## src/rtl/mem_copy_engine_pkg.sv

```systemverilog
// Shared types and constants for the memory copy/fill engine.
package mem_copy_engine_pkg;

    localparam int ADDR_W_DEF = 8;
    localparam int DATA_W_DEF = 8;

    localparam logic MODE_COPY = 1'b0;
    localparam logic MODE_FILL = 1'b1;

    typedef enum logic [1:0] {
        ST_IDLE   = 2'd0,
        ST_READ   = 2'd1,
        ST_WRITE  = 2'd2,
        ST_FINISH = 2'd3
    } state_t;

endpackage

```

## src/rtl/mem_copy_engine_if.sv

```systemverilog
// Byte-wide single-port data memory bus: the engine is the master, the memory the slave.
interface mem_copy_engine_if #(
    parameter int ADDR_W = 8,
    parameter int DATA_W = 8
);
    logic [ADDR_W-1:0] MemAddress;
    logic [DATA_W-1:0] MemWriteData;
    logic              MemWrite;
    logic              MemRead;
    logic [DATA_W-1:0] MemReadData;

    modport master (
        output MemAddress, MemWriteData, MemWrite, MemRead,
        input  MemReadData
    );

    modport slave (
        input  MemAddress, MemWriteData, MemWrite, MemRead,
        output MemReadData
    );
endinterface

```

## src/rtl/mem_copy_ctr.sv

```systemverilog
// Loadable wrap-around register with increment/decrement; load wins over inc, inc over dec.
// Latency: one cycle. No backpressure.
// Arithmetic is modulo 2^W.
module mem_copy_ctr #(
    parameter int W = 8
) (
    input  logic         Clk,
    input  logic         Reset_n,
    input  logic         load,
    input  logic [W-1:0] load_val,
    input  logic         inc,
    input  logic         dec,
    output logic [W-1:0] value
);
    localparam logic [W-1:0] ONE = {{(W-1){1'b0}}, 1'b1};

    logic [W-1:0] q;

    always_ff @(posedge Clk or negedge Reset_n) begin
        if (!Reset_n) begin
            q <= '0;
        end else if (load) begin
            q <= load_val;
        end else if (inc) begin
            q <= q + ONE;
        end else if (dec) begin
            q <= q - ONE;
        end
    end

    assign value = q;
endmodule

```

## src/rtl/mem_copy_engine.sv

```systemverilog
// Copy (read/write alternating) or fill (write every cycle) a block of the data memory on Start.
// Latency: copy 2N+1, fill N+1, zero-length 1 cycle from the accepting edge to Done.
// Start is only honoured in IDLE; requests while Busy are dropped, never queued.
module mem_copy_engine
    import mem_copy_engine_pkg::*;
#(
    parameter int ADDR_W = ADDR_W_DEF,
    parameter int DATA_W = DATA_W_DEF
) (
    input  logic              Clk,
    input  logic              Reset_n,
    input  logic              Start,
    input  logic              Mode,
    input  logic [ADDR_W-1:0] SrcAddr,
    input  logic [ADDR_W-1:0] DstAddr,
    input  logic [ADDR_W:0]   Length,
    input  logic [DATA_W-1:0] FillValue,
    output logic              Busy,
    output logic              Done,
    mem_copy_engine_if.master mem
);
    localparam logic [ADDR_W:0] CNT_ONE = {{ADDR_W{1'b0}}, 1'b1};

    state_t state_q, state_d;

    logic              accept;
    logic              mode_q;
    logic [DATA_W-1:0] fill_q;
    logic [DATA_W-1:0] hold_q;
    logic [ADDR_W-1:0] last_addr_q;
    logic [DATA_W-1:0] last_wdata_q;
    logic [ADDR_W-1:0] src_ptr;
    logic [ADDR_W-1:0] dst_ptr;
    logic [ADDR_W:0]   remaining;

    assign accept = (state_q == ST_IDLE) && Start;

    mem_copy_ctr #(.W(ADDR_W)) u_src (
        .Clk(Clk), .Reset_n(Reset_n), .load(accept), .load_val(SrcAddr),
        .inc(state_q == ST_READ), .dec(1'b0), .value(src_ptr)
    );

    mem_copy_ctr #(.W(ADDR_W)) u_dst (
        .Clk(Clk), .Reset_n(Reset_n), .load(accept), .load_val(DstAddr),
        .inc(state_q == ST_WRITE), .dec(1'b0), .value(dst_ptr)
    );

    mem_copy_ctr #(.W(ADDR_W + 1)) u_cnt (
        .Clk(Clk), .Reset_n(Reset_n), .load(accept), .load_val(Length),
        .inc(1'b0), .dec(state_q == ST_WRITE), .value(remaining)
    );

    always_ff @(posedge Clk or negedge Reset_n) begin
        if (!Reset_n) begin
            state_q      <= ST_IDLE;
            mode_q       <= MODE_COPY;
            fill_q       <= '0;
            hold_q       <= '0;
            last_addr_q  <= '0;
            last_wdata_q <= '0;
        end else begin
            state_q <= state_d;
            if (accept) begin
                mode_q <= Mode;
                fill_q <= FillValue;
            end
            if (state_q == ST_READ) begin
                hold_q <= mem.MemReadData;
            end
            // Remembered so the bus holds steady in IDLE/FINISH instead of snapping to a pointer.
            if (state_q == ST_READ || state_q == ST_WRITE) begin
                last_addr_q <= mem.MemAddress;
            end
            if (state_q == ST_WRITE) begin
                last_wdata_q <= mem.MemWriteData;
            end
        end
    end

    always_comb begin
        state_d = state_q;
        case (state_q)
            ST_IDLE: begin
                if (Start) begin
                    if (Length == '0)            state_d = ST_FINISH;
                    else if (Mode == MODE_FILL)  state_d = ST_WRITE;
                    else                         state_d = ST_READ;
                end
            end
            ST_READ:  state_d = ST_WRITE;
            ST_WRITE: begin
                if (remaining == CNT_ONE)        state_d = ST_FINISH;
                else if (mode_q == MODE_FILL)    state_d = ST_WRITE;
                else                             state_d = ST_READ;
            end
            ST_FINISH: state_d = ST_IDLE;
            default:   state_d = ST_IDLE;
        endcase
    end

    always_comb begin
        mem.MemRead      = 1'b0;
        mem.MemWrite     = 1'b0;
        mem.MemAddress   = last_addr_q;
        mem.MemWriteData = last_wdata_q;
        case (state_q)
            ST_READ: begin
                mem.MemRead    = 1'b1;
                mem.MemAddress = src_ptr;
            end
            ST_WRITE: begin
                mem.MemWrite     = 1'b1;
                mem.MemAddress   = dst_ptr;
                mem.MemWriteData = (mode_q == MODE_FILL) ? fill_q : hold_q;
            end
            default: ;
        endcase
    end

    assign Busy = (state_q != ST_IDLE);
    assign Done = (state_q == ST_FINISH);
endmodule

```

## src/flat_wrapper.sv

```systemverilog
// flat-port wrapper written by rule: the top's interface ports become plain ports
module mem_copy_engine_flat import mem_copy_engine_pkg::*;
#(
    parameter int ADDR_W = ADDR_W_DEF,
    parameter int DATA_W = DATA_W_DEF
)
  (Clk, Reset_n, Start, Mode, SrcAddr, DstAddr, Length, FillValue, Busy, Done, mem_MemAddress, mem_MemWriteData, mem_MemWrite, mem_MemRead, mem_MemReadData);
  mem_copy_engine_if #(.ADDR_W(ADDR_W), .DATA_W(DATA_W)) mem_i ();
  input  logic Clk;
  input  logic Reset_n;
  input  logic Start;
  input  logic Mode;
  input  logic [ADDR_W-1:0] SrcAddr;
  input  logic [ADDR_W-1:0] DstAddr;
  input  logic [ADDR_W:0] Length;
  input  logic [DATA_W-1:0] FillValue;
  output logic Busy;
  output logic Done;
  output wire logic [$bits(mem_i.MemAddress)-1:0] mem_MemAddress;
  output wire logic [$bits(mem_i.MemWriteData)-1:0] mem_MemWriteData;
  output wire logic [$bits(mem_i.MemWrite)-1:0] mem_MemWrite;
  output wire logic [$bits(mem_i.MemRead)-1:0] mem_MemRead;
  input wire logic [$bits(mem_i.MemReadData)-1:0] mem_MemReadData;
  assign mem_MemAddress = mem_i.MemAddress;
  assign mem_MemWriteData = mem_i.MemWriteData;
  assign mem_MemWrite = mem_i.MemWrite;
  assign mem_MemRead = mem_i.MemRead;
  assign mem_i.MemReadData = mem_MemReadData;
  mem_copy_engine #(.ADDR_W(ADDR_W), .DATA_W(DATA_W)) u_core (.Clk(Clk), .Reset_n(Reset_n), .Start(Start), .Mode(Mode), .SrcAddr(SrcAddr), .DstAddr(DstAddr), .Length(Length), .FillValue(FillValue), .Busy(Busy), .Done(Done), .mem(mem_i));
endmodule
```

## config.mk

```make
export PLATFORM = sky130hd
export DESIGN_NAME = mem_copy_engine_flat
export DESIGN_NICKNAME = d
export VERILOG_FILES = /design/src/rtl/mem_copy_engine_pkg.sv /design/src/rtl/mem_copy_engine_if.sv /design/src/rtl/mem_copy_ctr.sv /design/src/rtl/mem_copy_engine.sv /design/src/flat_wrapper.sv
export SDC_FILE = /design/constraint.sdc
export NUM_CORES = 1
export LEC_CHECK = 0
export ABC_AREA = 1
export BUFFER_PORTS_ARGS = -buffer_cell sky130_fd_sc_hd__clkbuf_2
export CORE_UTILIZATION = 50
export DETAILED_ROUTE_END_ITERATION = 12
export HOLD_SLACK_MARGIN = 0.05
export PLACE_DENSITY = 0.77
export SKIP_CTS_REPAIR_TIMING = 1
export SYNTH_ARGS = -nofsm -noshare
export SYNTH_HDL_FRONTEND = slang
export SYNTH_SLANG_ARGS = --single-unit
```

## constraint.sdc

```tcl
create_clock -name Clk -period 1.34 [get_ports Clk]
set_input_delay 0.268 -clock Clk [delete_from_list [all_inputs] [get_ports Clk]]
set_output_delay 0.268 -clock Clk [all_outputs]
set_load 0.01 [all_outputs]
```

======== Word-level counts from Yosys, hierarchy flattened ========
Cells that the tools add are included.
Widths: inputs -> output; s select.
word-level totals
  bits in registers ....................... 60
  memories kept ........................... 0
  RAM bits ................................ 0
  word-level logic and storage cells ...... 41
  input port bits ......................... 45
  bits in latches ......................... 0
  bits in read-only memories .............. 0
  output and inout bits ................... 20
operators by class
  multiply operators ...................... 0
  div/mod/pow operators ................... 0
  $add $sub $neg .......................... 3
  shifts and indexed selects .............. 0
  equal/unequal tests ..................... 5
  bitwise operators ....................... 0
  $lt $le $gt $ge ......................... 0
  reduce and logical (&&, ||, !) cells .... 7
  mux-type cells .......................... 17
operators by type and width
  operator             number
  $mux 8               6
  $mux 9               2
  $add 8x1->8 const B  2
  $pmux 8 s2           1
  $mux 2               5
  $eq 9x1->1 const B   1
  $logic_not 9->1      1
  $sub 9x1->9 const B  1
  $pmux 2 s4           1
  $reduce_bool 2->1    3
  $eq 2x2->1 const B   2
  $eq 2x1->1 const B   1
  $logic_not 2->1      1
  $mux 1               2
  $ne 2x2->1 const B   1
  $logic_and 1x1->1    1
  $logic_or 1x1->1     1

======== Longest topological paths before layout ========
  depth in word-level cells ............... 4
  gate-level depth with buffers ........... 10
  gate-level depth less buffers ........... 10

======== Modules after synthesis ========
Synthesis repeated with hierarchy kept, for this count alone.
unflattened totals
  cell total of the unflattened synthesis .. 541
  area total of the unflattened synthesis .. 4,003.8 sq um
modules (own cells, without submodules)
  module                        sequential area each (sq um)  cells an instance  instances  area each (sq um)
  mem_copy_engine               875.8                         222                1          1,752.9
  mem_copy_ctr at u_core.u_cnt  225.2                         116                1          789.5
  mem_copy_ctr at u_core.u_dst  200.2                         104                1          734.5
  mem_copy_ctr at u_core.u_src  200.2                         99                 1          726.9

======== Worst setup path before layout ========
Ideal clock, no wire load.
  kind .................................... register to output
  start ................................... register u_core.state_q[0]
  end ..................................... output port mem_MemWriteData[6]
  buffers on the path ..................... 2
  slack ................................... -0.355 ns
  required time ........................... 1.072 ns
  data arrival time ....................... 1.427 ns
  stages on the path, launching flop included .. 7
  cell sequence ........................... dfrtp_1 inv_1 ha_1 buf_4 buf_2 o21ai_0 o21ai_0
between the ends
  longest elaborated chain between the ends .. 2
RTL lines
  element                   line                    RTL
  start: declaration        mem_copy_engine.sv:24   state_t state_q, state_d;
  start signal: assignment  mem_copy_engine.sv:62   state_q <= state_d;
  $eq 2x2->1                mem_copy_engine.sv:106  case (state_q)
  $mux 8                    mem_copy_engine.sv:106
  end: declaration          flat_wrapper.sv:20      output wire logic [$bits(mem_i.MemWriteData)-1:0] mem_MemWriteData;
No other way between the ends.

======== Worst setup path after layout ========
  start ................................... register u_core.state_q[0]
  end ..................................... output port mem_MemAddress[5]
between the ends
  longest elaborated chain between the ends .. 2
  elaborated cells on any way between the ends .. 3
  classes of those cells .................. 2 x eq/ne; 1 x mux
RTL lines
  element                                   line                    RTL
  $eq 2x2->1 or $eq 2x1->1 (tied branches)  mem_copy_engine.sv:106
  $pmux 8 s2 (*)                            mem_copy_engine.sv:106
  end: declaration                          flat_wrapper.sv:19      output wire logic [$bits(mem_i.MemAddress)-1:0] mem_MemAddress;
Mark *: on every way between the ends. The rest lies on a longest branch, timed or not.

==> flow_metrics.tcl <==
set metrics [dict create \
    rows 28 \
    tightest_slew_ns 0.332 \
    post-route-worst-setup-slack_ns -0.639 \
    startpoint_type "flop" \
    clk_transition_reported_paths_ns 0.07 \
    synth_cell_type_count 25 \
    cp_endpoint_kind "output port" \
    dpl.cell_count 585 \
    post-layout-total-power_mw 14.2 \
    gpl.final_weighted_congestion 0.820 \
    cts_tree "done" \
    portBuffers 64 \
    syn_to_final_growth_pct 53.1 \
    avgViaCountPerCell 5.53 \
    synthTopCellsByArea "dfrtp_1 (47%), nand2_1 (16%), nor2_1 (5.9%), o21ai_0 (5.5%), nand3_1 (3.6%)" \
    switching_share_pct 44.4 \
    power.switching_mw 6.29 \
    slew-limit-headroom_pct 77.8 \
    post_detailed_route_wirelength_per_cell_um 16.6 \
    fin_crit_ns 1.98 \
    cp_slowest_cell "dfrtp_1" \
    maxCapViolCount 0 \
    violations_in_the_final_reports "negative setup slack" \
    slowest_stage_delay_cp_ns 0.40 \
    static_leakage_nw 2.35 \
    floorplan_core_area_um2 6030 \
    pwr-share-clk_pct 12.2 \
    die_width_um 81.9 \
    comb_power_share_pct 62.7 \
    drcViolationCount 0 \
    dp.final_hpwl_mm 6.17 \
    finish.cell_count_without_fillers 618 \
    fin_worst_skew_ns 0.0102 \
    fillCellCount 379 \
    synthesis.instances 417 \
    power.share.sequential_pct 25.1 \
    die_area_um2 6700 \
    finalMaxSlewViolations 0 \
    avgSynthCellArea_um2 7.65 \
    vias 3419 \
    path_class "reg -> out" \
    final_antenna_net_count 0 \
    critPathMaxFanout 7 \
    grt_setup_unrepaired "true" \
    ir_drop_mv 1.79 \
    clock_sinks 60 \
    yosysTopAreaCellShare_pct 47.1 \
    layout-drive-gt1-share_pct 42.9 \
    critical_path.n_buffers_inverters 3 \
    path_delay_family "flip-flops" \
    timing.final.hold_violations 0 \
    clock.fmax_ghz 0.505 \
    critical_path.cell_chain "inv_2 -> ha_4 -> buf_8 -> nor2_2 -> a31oi_2 -> buf_2" \
    hold_path.class "in -> reg" \
    via_count_of_the_first_global_routing_pass 3170 \
    num_io_pins 65 \
    pwr_density_cell_nw_per_um2 2900 \
    clkLatencyLatePin_ns 0.35 \
    preCtsSetupSlack_ns -0.238 \
    detail_route.first_pass.iterations 5 \
    num-nets-final 593 \
    syn-cell-area_um2 3190 \
    chipHeight_um 81.9 \
    finalWirelength_mm 10.2 \
    layout_common_cells "nand2_1 (107), dfrtp_1 (60), clkbuf_2 (47), nor2_1 (40), buf_4 (37)" \
    first_pass_grt_wire_length_mm 14.0 \
    status "complete, but fails checks" \
    ys_seq_elements 60 \
    syn-num-nets 471 \
    worst-endpoint-arrival_ns 1.71 \
    synth-seq-area-share_pct 47.1 \
    worst_ep_required_time_ns 1.07 \
    finalCritPeriodShare_pct 148 \
    grt_max_degree 61 \
    cts_htree_levels 3 \
    layout.cells.most_common "nand2_1" \
    antenna_cells 0 \
    antenna_found_initial 0 \
    clock_tree.root_cell "clkbuf_8" \
    setup-violations-final 70 \
    yosys.area.top_type "dfrtp_1" \
    globalRouteOverflowTotal 0 \
    cts_made_buffers 9 \
    detailedRoute.firstIterationViolations 226 \
    max-clock-path-buffers 2 \
    grt.total_usage_pct 28.2 \
    internal-power_mw 7.88 \
    yosysWarnings 0 \
    initial_utilization_pct 52.9 \
    hold-worst-slack_ns 0.114 \
]
-- Yosys cell counts (all sizes together) --
library cell / count
inv: 29
o21bai: 2
o221ai: 1
a31oi: 16
ha: 9
nand3: 25
o21ai: 35
xor2: 7
nand2: 140
nor3: 2
nand3b: 1
clkbuf: 4
buf: 12
nand4: 4
o211ai: 7
nor2: 54
clkinv: 1
dfrtp: 60
xnor2: 1
a21oi: 7
-- cell families after synthesis --
group,count (synthesis),share of synthesized area [%]
AO/OA/AOI/OAI,68,12.1
AND/OR/NAND/NOR,226,28.7
adder cells (fa/ha/maj),9,3.53
XOR/XNOR,8,2.20
flip-flops,60,47.1
buffers and inverters,46,6.39
-- layer usage --
layer | vias up | share of wire [%] | routed length (µm) | track usage [%]
li1 | 1605 | - | - | -
met3 | 30 | 4.8 | 495 | 4.00
met2 | 147 | 53 | 5440 | 51.7
met1 | 1637 | 39 | 4020 | 32.7
met4 | 0 | 2.8 | 282 | 11.2
met5 | - | 0 | 0 | 0
-- worst min-delay path, cell delays in order --
cell      delay, ns
clkbuf_2       0.08
nand2_2        0.04
nand2_1        0.04
-- power groups by stage --
stage | sequential (mW) | combinational (mW) | clock (mW)
CTS | 3.40 | 6.94 | 1.71
floorplan | 3.26 | 4.67 | 0
detailed placement | 3.42 | 6.89 | 0
global route | 3.66 | 9.62 | 1.79
global placement | 3.38 | 6.66 | 0
finish | 3.56 | 8.89 | 1.72
-- layout make-up --
type,instances,area (µm²),share of cell area [%]
clock buffer,14,173,3.53
clock inverter,1,30.0,0.615
inverter,30,138,2.82
multi-input combinational,311,1960,40.1
sequential,60,1500,30.7
tap,75,93.8,1.92
timing repair buffer,126,983,20.1
timing repair inverter,1,7.51,0.154
-- flip-flops by register name, summed over array words and instances, names as in the netlist --
| signal | cells |
|---|---|
| u_core.fill_q | 8 |
| u_core.u_dst.value | 8 |
| u_core.u_cnt.value | 9 |
| u_core.state_q | 2 |
| u_core.last_wdata_q | 8 |
| u_core.u_src.value | 8 |
| u_core.mode_q | 1 |
| u_core.hold_q | 8 |
| u_core.last_addr_q | 8 |
-- through the flow --
step / cell area (µm²) / utilization, % / setup TNS [ns]
floorplan: 3440 / - / -1.90
global placement: 4110 / 68.3 / -5.62
detailed placement: 4110 / 68.3 / -6.96
CTS: 4320 / 71.6 / -14.75
global route: 4880 / 81.1 / -20.90
finish: 4880 / 81.1 / -17.65
-- worst paths after layout --
kind | cells past startpoint | end | slack (ns) | from
min in group asynchronous | 3 | u_core.u_dst.value[7] | 0.46 | Reset_n
worst max register to register | 9 | u_core.u_src.value[3] | -0.35 | u_core.state_q[0]
max in group asynchronous | 3 | u_core.u_cnt.value[6] | 0.60 | Reset_n
worst min-delay path | 3 | u_core.fill_q[6] | 0.11 | FillValue[6]
worst max-delay path | 6 | mem_MemAddress[5] | -0.64 | u_core.state_q[0]
worst min register to register | 2 | u_core.fill_q[7] | 0.49 | u_core.fill_q[7]
Power figures use the tool's default switching activity.
